===== src/rtl/palette_lut_dbuf.sv =====
// Double-buffered colour palette: index -> {R,G,B} through a 2-stage pipeline.
// Writes land in the shadow bank; banks swap only on a frame_start pulse.
module palette_lut_dbuf #(
  parameter int IDX_W   = 4,
  parameter int COLOR_W = 4
) (
  input  logic                 Clk,
  input  logic                 Reset,
  input  logic [IDX_W-1:0]     pix_index,
  input  logic                 pix_in_valid,
  input  logic                 blank,
  input  logic                 wr_en,
  input  logic [IDX_W-1:0]     wr_addr,
  input  logic [3*COLOR_W-1:0] wr_data,
  input  logic                 swap_req,
  input  logic                 frame_start,
  output logic [COLOR_W-1:0]   red,
  output logic [COLOR_W-1:0]   green,
  output logic [COLOR_W-1:0]   blue,
  output logic                 pix_valid,
  output logic                 swap_pending,
  output logic                 active_bank
);

  localparam int DEPTH   = 2 ** IDX_W;
  localparam int ENTRY_W = 3 * COLOR_W;

  logic [ENTRY_W-1:0] bank_q [2][DEPTH];
  logic [ENTRY_W-1:0] bank_d [2][DEPTH];

  logic               active_bank_q, active_bank_d;
  logic               swap_pending_q, swap_pending_d;

  logic [IDX_W-1:0]   s1_index_q, s1_index_d;
  logic               s1_valid_q, s1_valid_d;
  logic               s1_blank_q, s1_blank_d;

  logic [ENTRY_W-1:0] rgb_q, rgb_d;
  logic               pix_valid_q, pix_valid_d;

  logic               swap_now;

  // NOTE: every variable written here gets a default first, so no path
  // through the block can leave a value unassigned and infer a latch.
  always_comb begin
    bank_d = bank_q;
    if (wr_en) begin
      bank_d[~active_bank_q][wr_addr] = wr_data;
    end

    // A same-cycle request counts, so swap_req and frame_start may coincide.
    swap_now       = frame_start & (swap_pending_q | swap_req);
    active_bank_d  = active_bank_q ^ swap_now;
    swap_pending_d = swap_now ? 1'b0 : (swap_pending_q | swap_req);

    s1_index_d = pix_index;
    s1_valid_d = pix_in_valid;
    s1_blank_d = blank;

    // Lookup uses the bank active before this edge; a swap takes effect
    // for the pixel entering S1 on the same edge.
    rgb_d       = (s1_blank_q | ~s1_valid_q) ? '0 : bank_q[active_bank_q][s1_index_q];
    pix_valid_d = s1_valid_q;
  end

  // NOTE: sequential state uses non-blocking assignments only, so every flop
  // samples the pre-edge value of its neighbours regardless of statement order.
  always_ff @(posedge Clk) begin
    if (Reset) begin
      // NOTE: the palette storage is flops, not RAM, and must read as all-zero
      // after reset, so it is cleared here along with the control state.
      bank_q         <= '{default: '0};
      active_bank_q  <= 1'b0;
      swap_pending_q <= 1'b0;
      s1_index_q     <= '0;
      s1_valid_q     <= 1'b0;
      s1_blank_q     <= 1'b0;
      rgb_q          <= '0;
      pix_valid_q    <= 1'b0;
    end else begin
      bank_q         <= bank_d;
      active_bank_q  <= active_bank_d;
      swap_pending_q <= swap_pending_d;
      s1_index_q     <= s1_index_d;
      s1_valid_q     <= s1_valid_d;
      s1_blank_q     <= s1_blank_d;
      rgb_q          <= rgb_d;
      pix_valid_q    <= pix_valid_d;
    end
  end

  assign red          = rgb_q[3*COLOR_W-1:2*COLOR_W];
  assign green        = rgb_q[2*COLOR_W-1:COLOR_W];
  assign blue         = rgb_q[COLOR_W-1:0];
  assign pix_valid    = pix_valid_q;
  assign swap_pending = swap_pending_q;
  assign active_bank  = active_bank_q;

endmodule

===== config.mk =====
export PLATFORM = sky130hd
export DESIGN_NAME = palette_lut_dbuf
export DESIGN_NICKNAME = d
export VERILOG_FILES = /design/src/rtl/palette_lut_dbuf.sv
export SDC_FILE = /design/constraint.sdc
export NUM_CORES = 1
export LEC_CHECK = 0
export CAP_MARGIN = 20
export CORE_MARGIN = 2
export CORE_UTILIZATION = 52
export DETAILED_ROUTE_END_ITERATION = 16
export GPL_TIMING_DRIVEN = 0
export PLACE_DENSITY = 0.68
export SYNTH_ARGS = -nofsm -noshare
export SYNTH_HDL_FRONTEND = slang
export SYNTH_SLANG_ARGS = --single-unit

===== constraint.sdc =====
create_clock -name Clk -period 1.9 [get_ports Clk]
set_input_delay 0.475 -clock Clk [delete_from_list [all_inputs] [get_ports Clk]]
set_output_delay 0.475 -clock Clk [all_outputs]
set_load 0.02 [all_outputs]

# ---- Word level (Yosys, flattened, before mapping)
# Index checks and enable logic that the tools add are counted.
dict set report totals {
  register_bits 405
  out_inout_bits 15
  wordCells 70
}
dict set report classes {
  magnitude_cmp 6
  mux 11
  n_bitwise 10
  reduce_logical 4
}
# op count
set op_table {}
lappend op_table {{2-to-1 mux 192 bit} 4}
lappend op_table {{bitwise mux 384 bit} 1}
lappend op_table {{demux 192 bit (select 1 bit)} 1}
lappend op_table {{binary-select mux 12 bit (select 4 bit)} 1}
lappend op_table {{demux 12 bit (select 4 bit)} 1}
lappend op_table {{2-to-1 mux 12 bit} 3}
lappend op_table {{>= comparator 5 bit (second input constant)} 2}
lappend op_table {{NOT 4 -> 5 bit} 2}
lappend op_table {{less-than comparator 5 x 1 -> 1 bit (second input constant)} 1}
lappend op_table {{>= comparator 2 bit (second input constant)} 2}
lappend op_table {{NOT 1 -> 2 bit} 2}
lappend op_table {{OR reduction 2 bit} 2}
lappend op_table {{logical AND 1 bit} 2}
lappend op_table {{less-than comparator 2 x 1 -> 1 bit (second input constant)} 1}
lappend op_table {{NOT 1 bit} 2}
lappend op_table {{bitwise OR 1 bit} 2}
lappend op_table {{bitwise AND 1 bit} 1}
lappend op_table {{XOR 1 bit} 1}

# ---- Longest topological paths before layout
# Gate-level depths: netlist of run 1.
dict set report logic_depth {
  depth_word 8
  mapped_depth 8
  depth_no_buf 4
}

# ---- Worst setup path after synthesis of run 1
# OpenSTA, ideal clock, no wires.
dict set report synth_path {
  path_type {flip-flop to flip-flop}
  start {register active_bank_q (netlist: active_bank)}
  end {register bank_q[337] (netlist bit)}
  t_arrival_ps 1664
  t_required_ps 1772
  slack_ps 109
  path_stages_with_launch 8
  synth_period_minus_slack_ps 1791
  path_cell_list {dfxtp_1 -> buf_4 -> nand4_1 -> buf_2 -> nor3_2 -> buf_4 -> mux2i_1 -> nor2_1}
}
dict set report synth_via {
  elab_chain_len 7
  elab_cells_between_ends 8
  classes_between {order compare (2); mux (3); bitwise (2); reduce/logical (1)}
}
# item line_no
set synth_lines {}
lappend synth_lines {{start: declaration} 31} ;# logic active_bank_q, active_bank_d;
lappend synth_lines {{start signal: assignment} 82} ;# active_bank_q <= active_bank_d;
lappend synth_lines {{NOT 1 bit *} 48} ;# bank_d[~active_bank_q][wr_addr] = wr_data;
lappend synth_lines {{NOT 1 -> 2 bit *} 48}
lappend synth_lines {{>= comparator 2 bit (implied by the code) or less-than comparator 2 x 1 -> 1 bit (tied branches)} 48}
lappend synth_lines {{logical AND 1 bit (implied by the code)} 48}
lappend synth_lines {{2-to-1 mux 192 bit (implied by the code)} 48}
lappend synth_lines {{demux 192 bit (select 1 bit) *} 48}
lappend synth_lines {{bitwise mux 384 bit *} 48}
lappend synth_lines {{end signal: assignment} 81} ;# bank_q <= bank_d;
lappend synth_lines {{end: declaration} 28} ;# logic [ENTRY_W-1:0] bank_q [2][DEPTH];
# Mark *: on every way between the ends. The rest lies on a longest branch, timed or not.
# A chain may end at the register's enable or synchronous reset.

# ---- Worst setup path after layout of run 1
dict set report layout_path {
  start {register active_bank_q (netlist: active_bank)}
  end {register rgb_q[4]}
}
dict set report layout_via {
  elab_chain_len 7
}
# item line_no
set layout_lines {}
lappend layout_lines {{NOT 1 -> 2 bit (implied by the code)} 62} ;# rgb_d = (s1_blank_q | ~s1_valid_q) ? '0 : bank_q[active_bank_q][s1_index_q];
lappend layout_lines {{2-to-1 mux 192 bit (implied by the code) (3 in series)} 62}
lappend layout_lines {{binary-select mux 12 bit (select 4 bit)} 62}
lappend layout_lines {{2-to-1 mux 12 bit (implied by the code) (2 in series)} 62}
lappend layout_lines {{end signal: assignment} 87} ;# rgb_q <= rgb_d;
lappend layout_lines {{end: declaration} 38} ;# logic [ENTRY_W-1:0] rgb_q, rgb_d;
# Every way passes these cells. The select of a mux whose other input is x is not followed.

==> results.md, run 1 <==
* Count leader, synth: dfxtp_1
* Violated checks: negative setup slack
* Worst setup path category: reg -> reg
* Ports at 42
* Area of the multi-input gates at 8850 um2
* Filler cell count at 2799
* Syn-to-layout area delta at 19.8%
* Tmin final at 2.06 ns
* Fin Hold WS at 0.452 ns
* Cell taking the most area after synthesis: dfxtp_1
* CTS Hold Buffers Added at 0
* GP Congestion at 1.05
* Detail Route Antenna Nets at 0
* Layout cells sized above 1 at 0.163
* Final WL at 65500 um
* CP cell instances: buf_12, buf_12, mux4_2, mux2i_1, a221o_1, a31oi_1
* CP max stage cell: mux4_2
* Area post-placement at 18600 um2
* Cts bufs inserted at 43
* Hold Fails Final Rpt at 0
* GRT Overall Usage at 0.366
* Average size of a mapped cell at 9.15 um2
* Drt wl/cell at 26.0 um
* Total design power at 18.9 mW
* Max VDD drop at 0.814 mV
* CP arrival at 2.46 ns
* Yosys reg bits at 405
* Yosys warns at 0
* Main flop type after synthesis: dfxtp_1
* Core ar. at 33400 um2
* Overflow after GRT at 0
* Final instance area at 21100 um2
* Final Setup Violations at 13
* Setup TNS at -1.32 ns
* Vias per cell at 6.41
* Outcome: complete, but fails checks
* Max-cap violation count at 0
* Standard-cell rows at 67
* Antenna violations before repair at 2
* CTS Buffer Depth at 3
* Chip width at 188 um
* Unique cell type count in the Yosys netlist at 36
* Most used cell, CP: buf_12
* RSZ-0062 raised after global routing: yes
* Post-synth EDFFs at 0
* Max Freq at 485 MHz
* First-pass GRT wire length at 96500 um
* Worst hold path type: reg -> reg
* Via count at 16200
* Seq. cell area at 8110 um2
* Skew final at 0.0221 ns
* Cells after Synth at 1926
* Vias in the first global route at 15400
* WP data required at 2.29 ns
* Sequential fraction of the synthesis area at 0.460
* Synthesized area at 17600 um2
* Worst slew pin tran at 1.20 ns
* Critical path fanouts, max at 5
* Ys async rst share at 0
* 1st-pass router iterations at 6
* Synth top area share at 0.460
* Final net count at 2066
* Clock transition at path regs at 0.06 ns
* Initial Util at 0.527
* Power density over the cells at 893 nW/um2
* 1st-iter DRT viols at 2228
* Die Area at 35400 um2
* Worst rel slew slack at 0.199
* Die Y at 188 um
* Clock sinks at 405
* P_leak at 7.18 nW
* Largest net degree at the start of global routing at 14
* Area contributors post-synth: dfxtp_1 (46%), mux4_2 (11%), mux2i_1 (8.9%)
* Final worst slack at -0.163 ns
* Tcrit/Tclk final at 1.09
* Crit. End Element: flip-flop
* Worst skew pair latency at 0.56 ns
* Utilization after layout at 0.632
* Post-Syn Nets at 1953
* Drt drc at 0
* H-Tree Depth at 2
* PortBufs at 40
* Post-synth top cells: dfxtp_1 (405), nand2_1 (328), a21oi_1 (276)
* CTS tree: done
* Startpoint types: flip-flop
* Worst stage delay on the critical path at 0.55 ns
* Root buffer cell: clkbuf_16
* Post-DP HPWL at 44500 um
* Pins Over Slew Limit at 0
[final timing paths]
kind,startpoint,to,slack [ns],cells past startpoint
worst max-delay path,active_bank,rgb_q[4],-0.16,6
worst min-delay path,bank_q[114],bank_q[114],0.45,2
worst max register to register,active_bank,rgb_q[4],-0.16,6
worst min register to register,bank_q[114],bank_q[114],0.45,2
[what timing repair did]
item,CTS,global route
setup endpoints to repair,360,234
buffers inserted,19,5
pin swaps,20,14
hold endpoints to repair,0,0
cloned,8,0
gates resized for setup,161,102
[state kept, by name, summed over array words and instances, names as in the netlist]
register,flops
swap_pending,1
pix_valid_d,1
rgb_q,12
active_bank,1
pix_valid,1
bank_q,384
s1_index_q,4
s1_blank_q,1
[worst max-delay path, delay by kind of cell (launching register included)]
family / cells / cell delay, ns
compound gates: 2 / 0.40
flops: 1 / 0.43
mux: 2 / 0.76
buf+inv: 2 / 0.29
[cells by family after synthesis]
kind of cell           after synthesis  synth area share
AND/OR/NAND/NOR                    614             0.150
AO/OA/AOI/OAI                      455             0.138
flip-flops                         405             0.460
multiplexers                       240             0.196
buffers and inverters              211            0.0566
XOR/XNOR                             1          0.000497
[cell usage in the layout (no fill, tap or decap), types with 9 or more instances in the layout]
master and count:
a21oi_1 275, a221o_1 11, a22oi_1 9, buf_1 10, buf_12 19, buf_2 21
buf_4 32, buf_6 22, clkbuf_1 110, clkbuf_16 45, clkbuf_2 22, clkdlybuf4s50_1 20
dfxtp_1 402, dlygate4sd2_1 18, mux2i_1 152, mux4_2 84, nand2_1 327, nand3_1 120
nor2_1 117, nor2b_1 11, o21ai_0 116, o21ai_1 12
[where the power goes]
| group | leakage (nW) | total [mW] | internal [mW] | switching [mW] |
|---|---|---|---|---|
| sequential | 3.27 | 8.63 | 8.57 | 0.0560 |
| clock | 0.685 | 8.41 | 4.87 | 3.53 |
| combinational | 3.23 | 1.83 | 0.615 | 1.22 |
| total | 7.18 | 18.9 | 14.1 | 4.81 |
[area by class of cell]
class / count / share of cell area
multi-input combinational: 1310 / 0.419
sequential: 405 / 0.384
buffer: 203 / 0.0640
clock buffer: 66 / 0.0599
timing repair buffer: 75 / 0.0399
tap: 448 / 0.0265
clock inverter: 11 / 0.00586
inverter: 1 / 0.000296
antenna: 2 / 0.000237
[metrics by stage]
step	std cells	setup slack [ns]
global placement	2414	-0.960
CTS	2515	-0.0811
floorplan	1926	0.109
finish	2521	-0.163
detailed placement	2416	-0.976
global route	2519	-0.143
[metal layers]
layer,wire length (um),track usage
met5,8,0
met4,3740,0.196
met3,8240,0.0940
met2,28200,0.543
met1,25300,0.490
Note: power is estimated with default switching activity, not from simulation.
==> inputs of run 2 (changes only) <==
--- a/config.mk
+++ b/config.mk
@@ -10,7 +10,7 @@
 export CORE_UTILIZATION = 52
 export DETAILED_ROUTE_END_ITERATION = 16
 export GPL_TIMING_DRIVEN = 0
-export PLACE_DENSITY = 0.68
+export PLACE_DENSITY = 0.69
 export SYNTH_ARGS = -nofsm -noshare
 export SYNTH_HDL_FRONTEND = slang
 export SYNTH_SLANG_ARGS = --single-unit
==> constraint.sdc (replaced) <==
create_clock -name Clk -period 1.97 [get_ports Clk]
set_input_delay 0.4925 -clock Clk [delete_from_list [all_inputs] [get_ports Clk]]
set_output_delay 0.4925 -clock Clk [all_outputs]
set_load 0.02 [all_outputs]
==> results.md, run 2 (synthesized netlist as in run 1, its figures left out) <==
* Outcome: complete, but fails checks
* Violated checks: negative setup slack
* Gr busiest metal: met2
* CTS Buffer Depth at 3
* Filler cell count at 2808
* 1st-iter DRT viols at 2226
* Worst rel slew slack at 0.222
* Power share of the clock group at 0.443
* Syn-to-layout area delta at 18.3%
* Skew final at 0.0170 ns
* Final net count at 2058
* WP data required at 2.37 ns
* Final WL at 64500 um
* Clock sinks at 405
* Drt drc at 0
* Net Switching at 4.61 mW
* Worst hold path type: in -> reg
* P_leak at 7.14 nW
* Via count at 15900
* Final worst slack at -0.0642 ns
* Worst setup path category: reg -> reg
* Worst slew pin tran at 1.17 ns
* CP arrival at 2.44 ns
* Commonest non-fill, non-tap cell in the layout: dfxtp_1
* Detail Route Antenna Nets at 0
* Most frequent cells in the layout: dfxtp_1 (403), nand2_1 (328), a21oi_1 (276)
* Max Freq at 492 MHz
* Standard-cell rows at 67
* Hold Fails Final Rpt at 0
* Power density over the cells at 862 nW/um2
* CTS Hold Buffers Added at 0
* H-Tree Depth at 2
* Final Setup Violations at 8
* Vias per cell at 6.34
* Max VDD drop at 0.932 mV
* Drt wl/cell at 25.7 um
* 1st-pass router iterations at 5
* Sequential Power Share at 0.462
* Layout cells sized above 1 at 0.148
* Cts bufs inserted at 43
* GRT Overall Usage at 0.356
* Int Pwr at 13.4 mW
* Worst skew pair latency at 0.56 ns
* Tcrit/Tclk final at 1.03
* Tmin final at 2.03 ns
* Vias in the first global route at 15000
* M1 GR Usage at 0.485
* Met3 usage at 0.0824
* Overflow after GRT at 0
* Utilization after layout at 0.624
* M2 GR Usage at 0.539
* Logic pwr share at 0.095
* Largest net degree at the start of global routing at 14
* Sw Ratio at 0.256
* RSZ-0062 raised after global routing: yes
* Ports at 42
* Area of the multi-input gates at 8810 um2
* PortBufs at 40
* Non-Filler Instances at 2512
* Seq. cell area at 8110 um2
* Core ar. at 33400 um2
* Chip width at 188 um
* Die Area at 35400 um2
* Max reg flops at 384
* First-pass GRT wire length at 93900 um
* Placed insts at 2417
* Root buffer cell: clkbuf_16
* Top flop regs: bank_q: 384 flops, rgb_q: 12 flops, s1_index_q: 4 flops
* Die Y at 188 um
* Post-DP HPWL at 44500 um
* GP Congestion at 1.01
* CTS tree: done
* Pins Over Slew Limit at 0
* Crit. End Element: flip-flop
* Clock transition at path regs at 0.06 ns
* Startpoint types: flip-flop
* Largest reg by FF count: bank_q
* Max-cap violation count at 0
* Initial Util at 0.527
* Antenna violations before repair at 1
* Critical path fanouts, max at 8
[run 2: cell types whose count changed in the layout (fill, tap and decap cells not counted), sizes merged, moves of 2 or more]
| cell | delta |
|---|---|
| buf | -12 |
| dlygate4sd2 | -12 |
| dlymetal6s2s | +9 |
| clkbuf | +3 |
| clkdlybuf4s50 | +3 |
| inv | +2 |
[run 2: metal layers]
metal / up-vias / routed length (um)
met3: 188 / 7900
met1: 7775 / 25200
met4: 0 / 3340
li1: 6969 / -
met5: - / 0
met2: 996 / 28000
[run 2: final timing paths]
| kind | cells past startpoint | end | start | slack, ns |
|---|---|---|---|---|
| max | 6 | rgb_q[3] | s1_index_q[0] | -0.06 |
| min reg2reg | 2 | bank_q[115] | bank_q[115] | 0.45 |
| min | 2 | pix_valid | Reset | 0.45 |
| max reg2reg | 6 | rgb_q[3] | s1_index_q[0] | -0.06 |
[run 2: through the flow]
stage | total power [mW] | hold WS, ns | worst slack (ns) | TNS [ns] | area (um2)
6_report | 18.0 | 0.451 | -0.0642 | -0.248 | 20900
5_1_grt | 18.3 | 0.450 | -0.0467 | -0.182 | 20900
4_1_cts | 17.8 | 0.437 | -0.000132 | -0.000132 | 20500
3_5_place_dp | 9.91 | 0.443 | -0.970 | -254.39 | 18600
3_3_place_gp | 9.89 | 0.439 | -0.905 | -240.74 | 18600
2_1_floorplan | 9.30 | 0.433 | 0.179 | 0 | 17600
[run 2: area by class of cell]
| class | instances | share of cell area |
|---|---|---|
| antenna | 1 | 0.000120 |
| buffer | 206 | 0.0621 |
| clock buffer | 64 | 0.0587 |
| clock inverter | 13 | 0.00606 |
| inverter | 1 | 0.000300 |
| multi-input combinational | 1310 | 0.422 |
| sequential | 405 | 0.389 |
| tap | 448 | 0.0269 |
| timing repair buffer | 64 | 0.0347 |
[run 2: power groups by stage]
stage / clock [mW] / combinational [mW] / sequential (mW)
4_1_cts: 7.94 / 1.54 / 8.32
2_1_floorplan: 0 / 0.814 / 8.48
5_1_grt: 8.27 / 1.74 / 8.32
3_3_place_gp: 0 / 1.40 / 8.49
6_report: 7.98 / 1.70 / 8.32
3_5_place_dp: 0 / 1.42 / 8.49
[run 2: what timing repair did]
item / 4_1_cts / 5_1_grt
buffers inserted: 6 / 6
resized for setup: 132 / 51
cloned: 2 / 5
hold endpoints to repair: 0 / 0
pin swaps: 13 / 12
endpoints found under the setup margin: 335 / 211
[run 2: critical path, stage by stage, from the launching register on]
cell,delay [ns]
dfxtp_2,0.34
buf_12,0.17
buf_12,0.18
mux4_2,0.60
mux2i_1,0.22
a221o_1,0.28
a31oi_1,0.09
==> inputs of run 3 (changes only) <==
--- a/config.mk
+++ b/config.mk
@@ -5,11 +5,11 @@
 export SDC_FILE = /design/constraint.sdc
 export NUM_CORES = 1
 export LEC_CHECK = 0
+export ABC_AREA = 1
 export CAP_MARGIN = 20
 export CORE_MARGIN = 2
 export CORE_UTILIZATION = 52
 export DETAILED_ROUTE_END_ITERATION = 16
-export GPL_TIMING_DRIVEN = 0
 export PLACE_DENSITY = 0.69
 export SYNTH_ARGS = -nofsm -noshare
 export SYNTH_HDL_FRONTEND = slang
==> results.md, run 3 <==
* Simple-Gate Fraction of Synth Area at 0.361
* Synth Area in Compound Gates at 0.123
* Overflow after GRT at 0
* Area post-placement at 20000 um2
* Final instance area at 21600 um2
* P_leak at 7.68 nW
* Vias in the first global route at 16800
* Cell taking the most area after synthesis: dfxtp_1
* Worst slew pin tran at 0.675 ns
* Utilization after layout at 0.624
* Average size of a mapped cell at 6.73 um2
* GRT Overall Usage at 0.313
* Standard-cell rows at 68
* Die Area at 36800 um2
* Fin Hold WS at 0.198 ns
* Unique cell type count in the Yosys netlist at 19
* Synth Area in XOR/XNOR at 0
* Post-synth EDFFs at 0
* First-pass GRT wire length at 91600 um
* Worst setup path category: reg -> out
* Multiplexer area fraction after synthesis at 0
* Total design power at 18.7 mW
* GP Congestion at 0.885
* Vias per cell at 5.75
* WP data required at 1.48 ns
* Clock sinks at 405
* Die Y at 192 um
* Yosys reg bits at 405
* Worst stage delay on the critical path at 0.59 ns
* Top flop regs: bank_q: 384 flops, rgb_q: 12 flops, s1_index_q: 4 flops
* Tmin final at 1.94 ns
* Worst rel slew slack at 0.550
* Skew final at 0.0166 ns
* Synthesized area at 18400 um2
* CP max stage cell: clkdlybuf4s50_1
* Max Freq at 516 MHz
* Setup TNS at 0 ns
* Post-DP HPWL at 35600 um
* Largest family of logic cells by synthesized area: simple AND/OR/NAND/NOR gates
* Post-synth top cells: nand2_1 (902), nand3_1 (506), dfxtp_1 (405)
* Critical path fanouts, max at 1
* Yosys warns at 0
* CTS tree: done
* 1st-iter DRT viols at 2208
* Startpoint types: flip-flop
* Largest reg by FF count: bank_q
* CTS Buffer Depth at 3
* Cells after Synth at 2729
* Max VDD drop at 0.585 mV
* Final WL at 58000 um
* PortBufs at 41
* Core ar. at 34600 um2
* H-Tree Depth at 2
* Ports at 42
* Max-cap violation count at 0
* Cell family with most CP delay: buffers and inverters
* Detail Route Antenna Nets at 0
* Worst hold path type: in -> reg
* Crit. End Element: primary output
* Final Setup Violations at 0
* Syn-to-layout area delta at 17.7%
* Chip width at 192 um
* CP arrival at 1.45 ns
* Initial Util at 0.530
* Via count at 18600
* Sequential fraction of the synthesis area at 0.442
* Layout cells sized above 1 at 0.105
* Crit path buf inv count at 1
* Commonest non-fill, non-tap cell in the layout: nand2_1
* Antenna violations before repair at 0
* Clock transition at path regs at 0.06 ns
* Final net count at 2767
* Post-Syn Nets at 2756
* Root buffer cell: clkbuf_16
* Hold Fails Final Rpt at 0
* Tcrit/Tclk final at 0.984
* Pins Over Slew Limit at 0
* Drt drc at 0
* Max reg flops at 384
* Ant. Diodes at 0
* Main flop type after synthesis: dfxtp_1
* Post-synthesis adder-cell area fraction at 0
* Ys async rst share at 0
* Power density over the cells at 864 nW/um2
* Outcome: complete, no violations
* Drt wl/cell at 18.0 um
* Most frequent cells in the layout: nand2_1 (900), nand3_1 (506), dfxtp_1 (402)
* Worst skew pair latency at 0.55 ns
* Area contributors post-synth: dfxtp_1 (44%), nand2_1 (18%), nand3_1 (14%)
* Largest net degree at the start of global routing at 132
* CP cell instances: clkdlybuf4s50_1
* 1st-pass router iterations at 6
* Count leader, synth: nand2_1
* Synth top area share at 0.442
* Cts bufs inserted at 44
-- run 3: cell types whose count changed after synthesis, moves of 15 or more --
cell	delta
buf_4	-22
nor2b_1	-15
a211oi_1	+44
inv_1	+56
buf_2	+75
mux4_2	-84
o21ai_0	-110
mux2i_1	-156
a21oi_1	+85
inv_2	+16
nand3_1	+386
nand2_1	+574
-- run 3: worst paths after layout --
| kind | startpoint | endpoint | slack (ns) | cells past startpoint |
|---|---|---|---|---|
| setup / recovery | rgb_q[2] | blue[2] | 0.03 | 1 |
| hold / removal | Reset | bank_q[24] | 0.20 | 2 |
| setup reg to reg | active_bank | bank_q[102] | 0.05 | 9 |
| hold reg to reg | pix_valid_d | pix_valid | 0.45 | 2 |
-- run 3: where the power goes --
| part | switching [mW] | internal (mW) |
|---|---|---|
| combinational | 1.28 | 0.596 |
| sequential | 0.0558 | 8.27 |
| clock | 3.38 | 5.09 |
| total | 4.72 | 14.0 |
-- run 3: cells by family after synthesis --
group | count (synthesis)
flip-flops | 405
AND/OR/NAND/NOR | 1567
buffers and inverters | 330
AO/OA/AOI/OAI | 427
-- run 3: timing repair --
action / 4_1_cts / 5_1_grt
resized for setup: 3 / 12
setup buffers: 0 / 3
hold buffers: 0 / 0
setup endpoints to repair: 3 / 34
gates cloned: 0 / 1
-- run 3: through the flow --
stage | setup slack [ns] | std cells
final | 0.0314 | 3229
after detailed placement | -0.320 | 3145
after CTS | 0.0112 | 3225
after global routing | -0.00801 | 3229
after global placement | -0.293 | 3145
after floorplan | 0.415 | 2729
-- run 3: layout make-up --
class	instances	area (um2)
Clock buffer	65	1300
Clock inverter	15	181
Sequential cell	405	8120
Multi-Input combinational cell	1994	8880
Fill cell	3153	13000
Tap cell	455	569
Inverter	74	294
Timing Repair Buffer	221	2270
-- run 3: worst reg2reg max path: cells and delay by family, from the launching register on --
family | cells | cell delay [ns]
buffers and inverters | 5 | 0.87
flip-flops | 1 | 0.47
AND/OR/NAND/NOR | 3 | 0.37
AO/OA/AOI/OAI | 1 | 0.16
-- run 3: routing by layer --
layer	global-route usage	routed length, um	vias to the layer above	part of all wire
met5	0	0	-	0
met4	0.110	2130	0	0.037
met3	0.0515	5750	133	0.099
met2	0.491	25800	933	0.44
met1	0.436	24300	8530	0.42
li1	-	-	8982	-
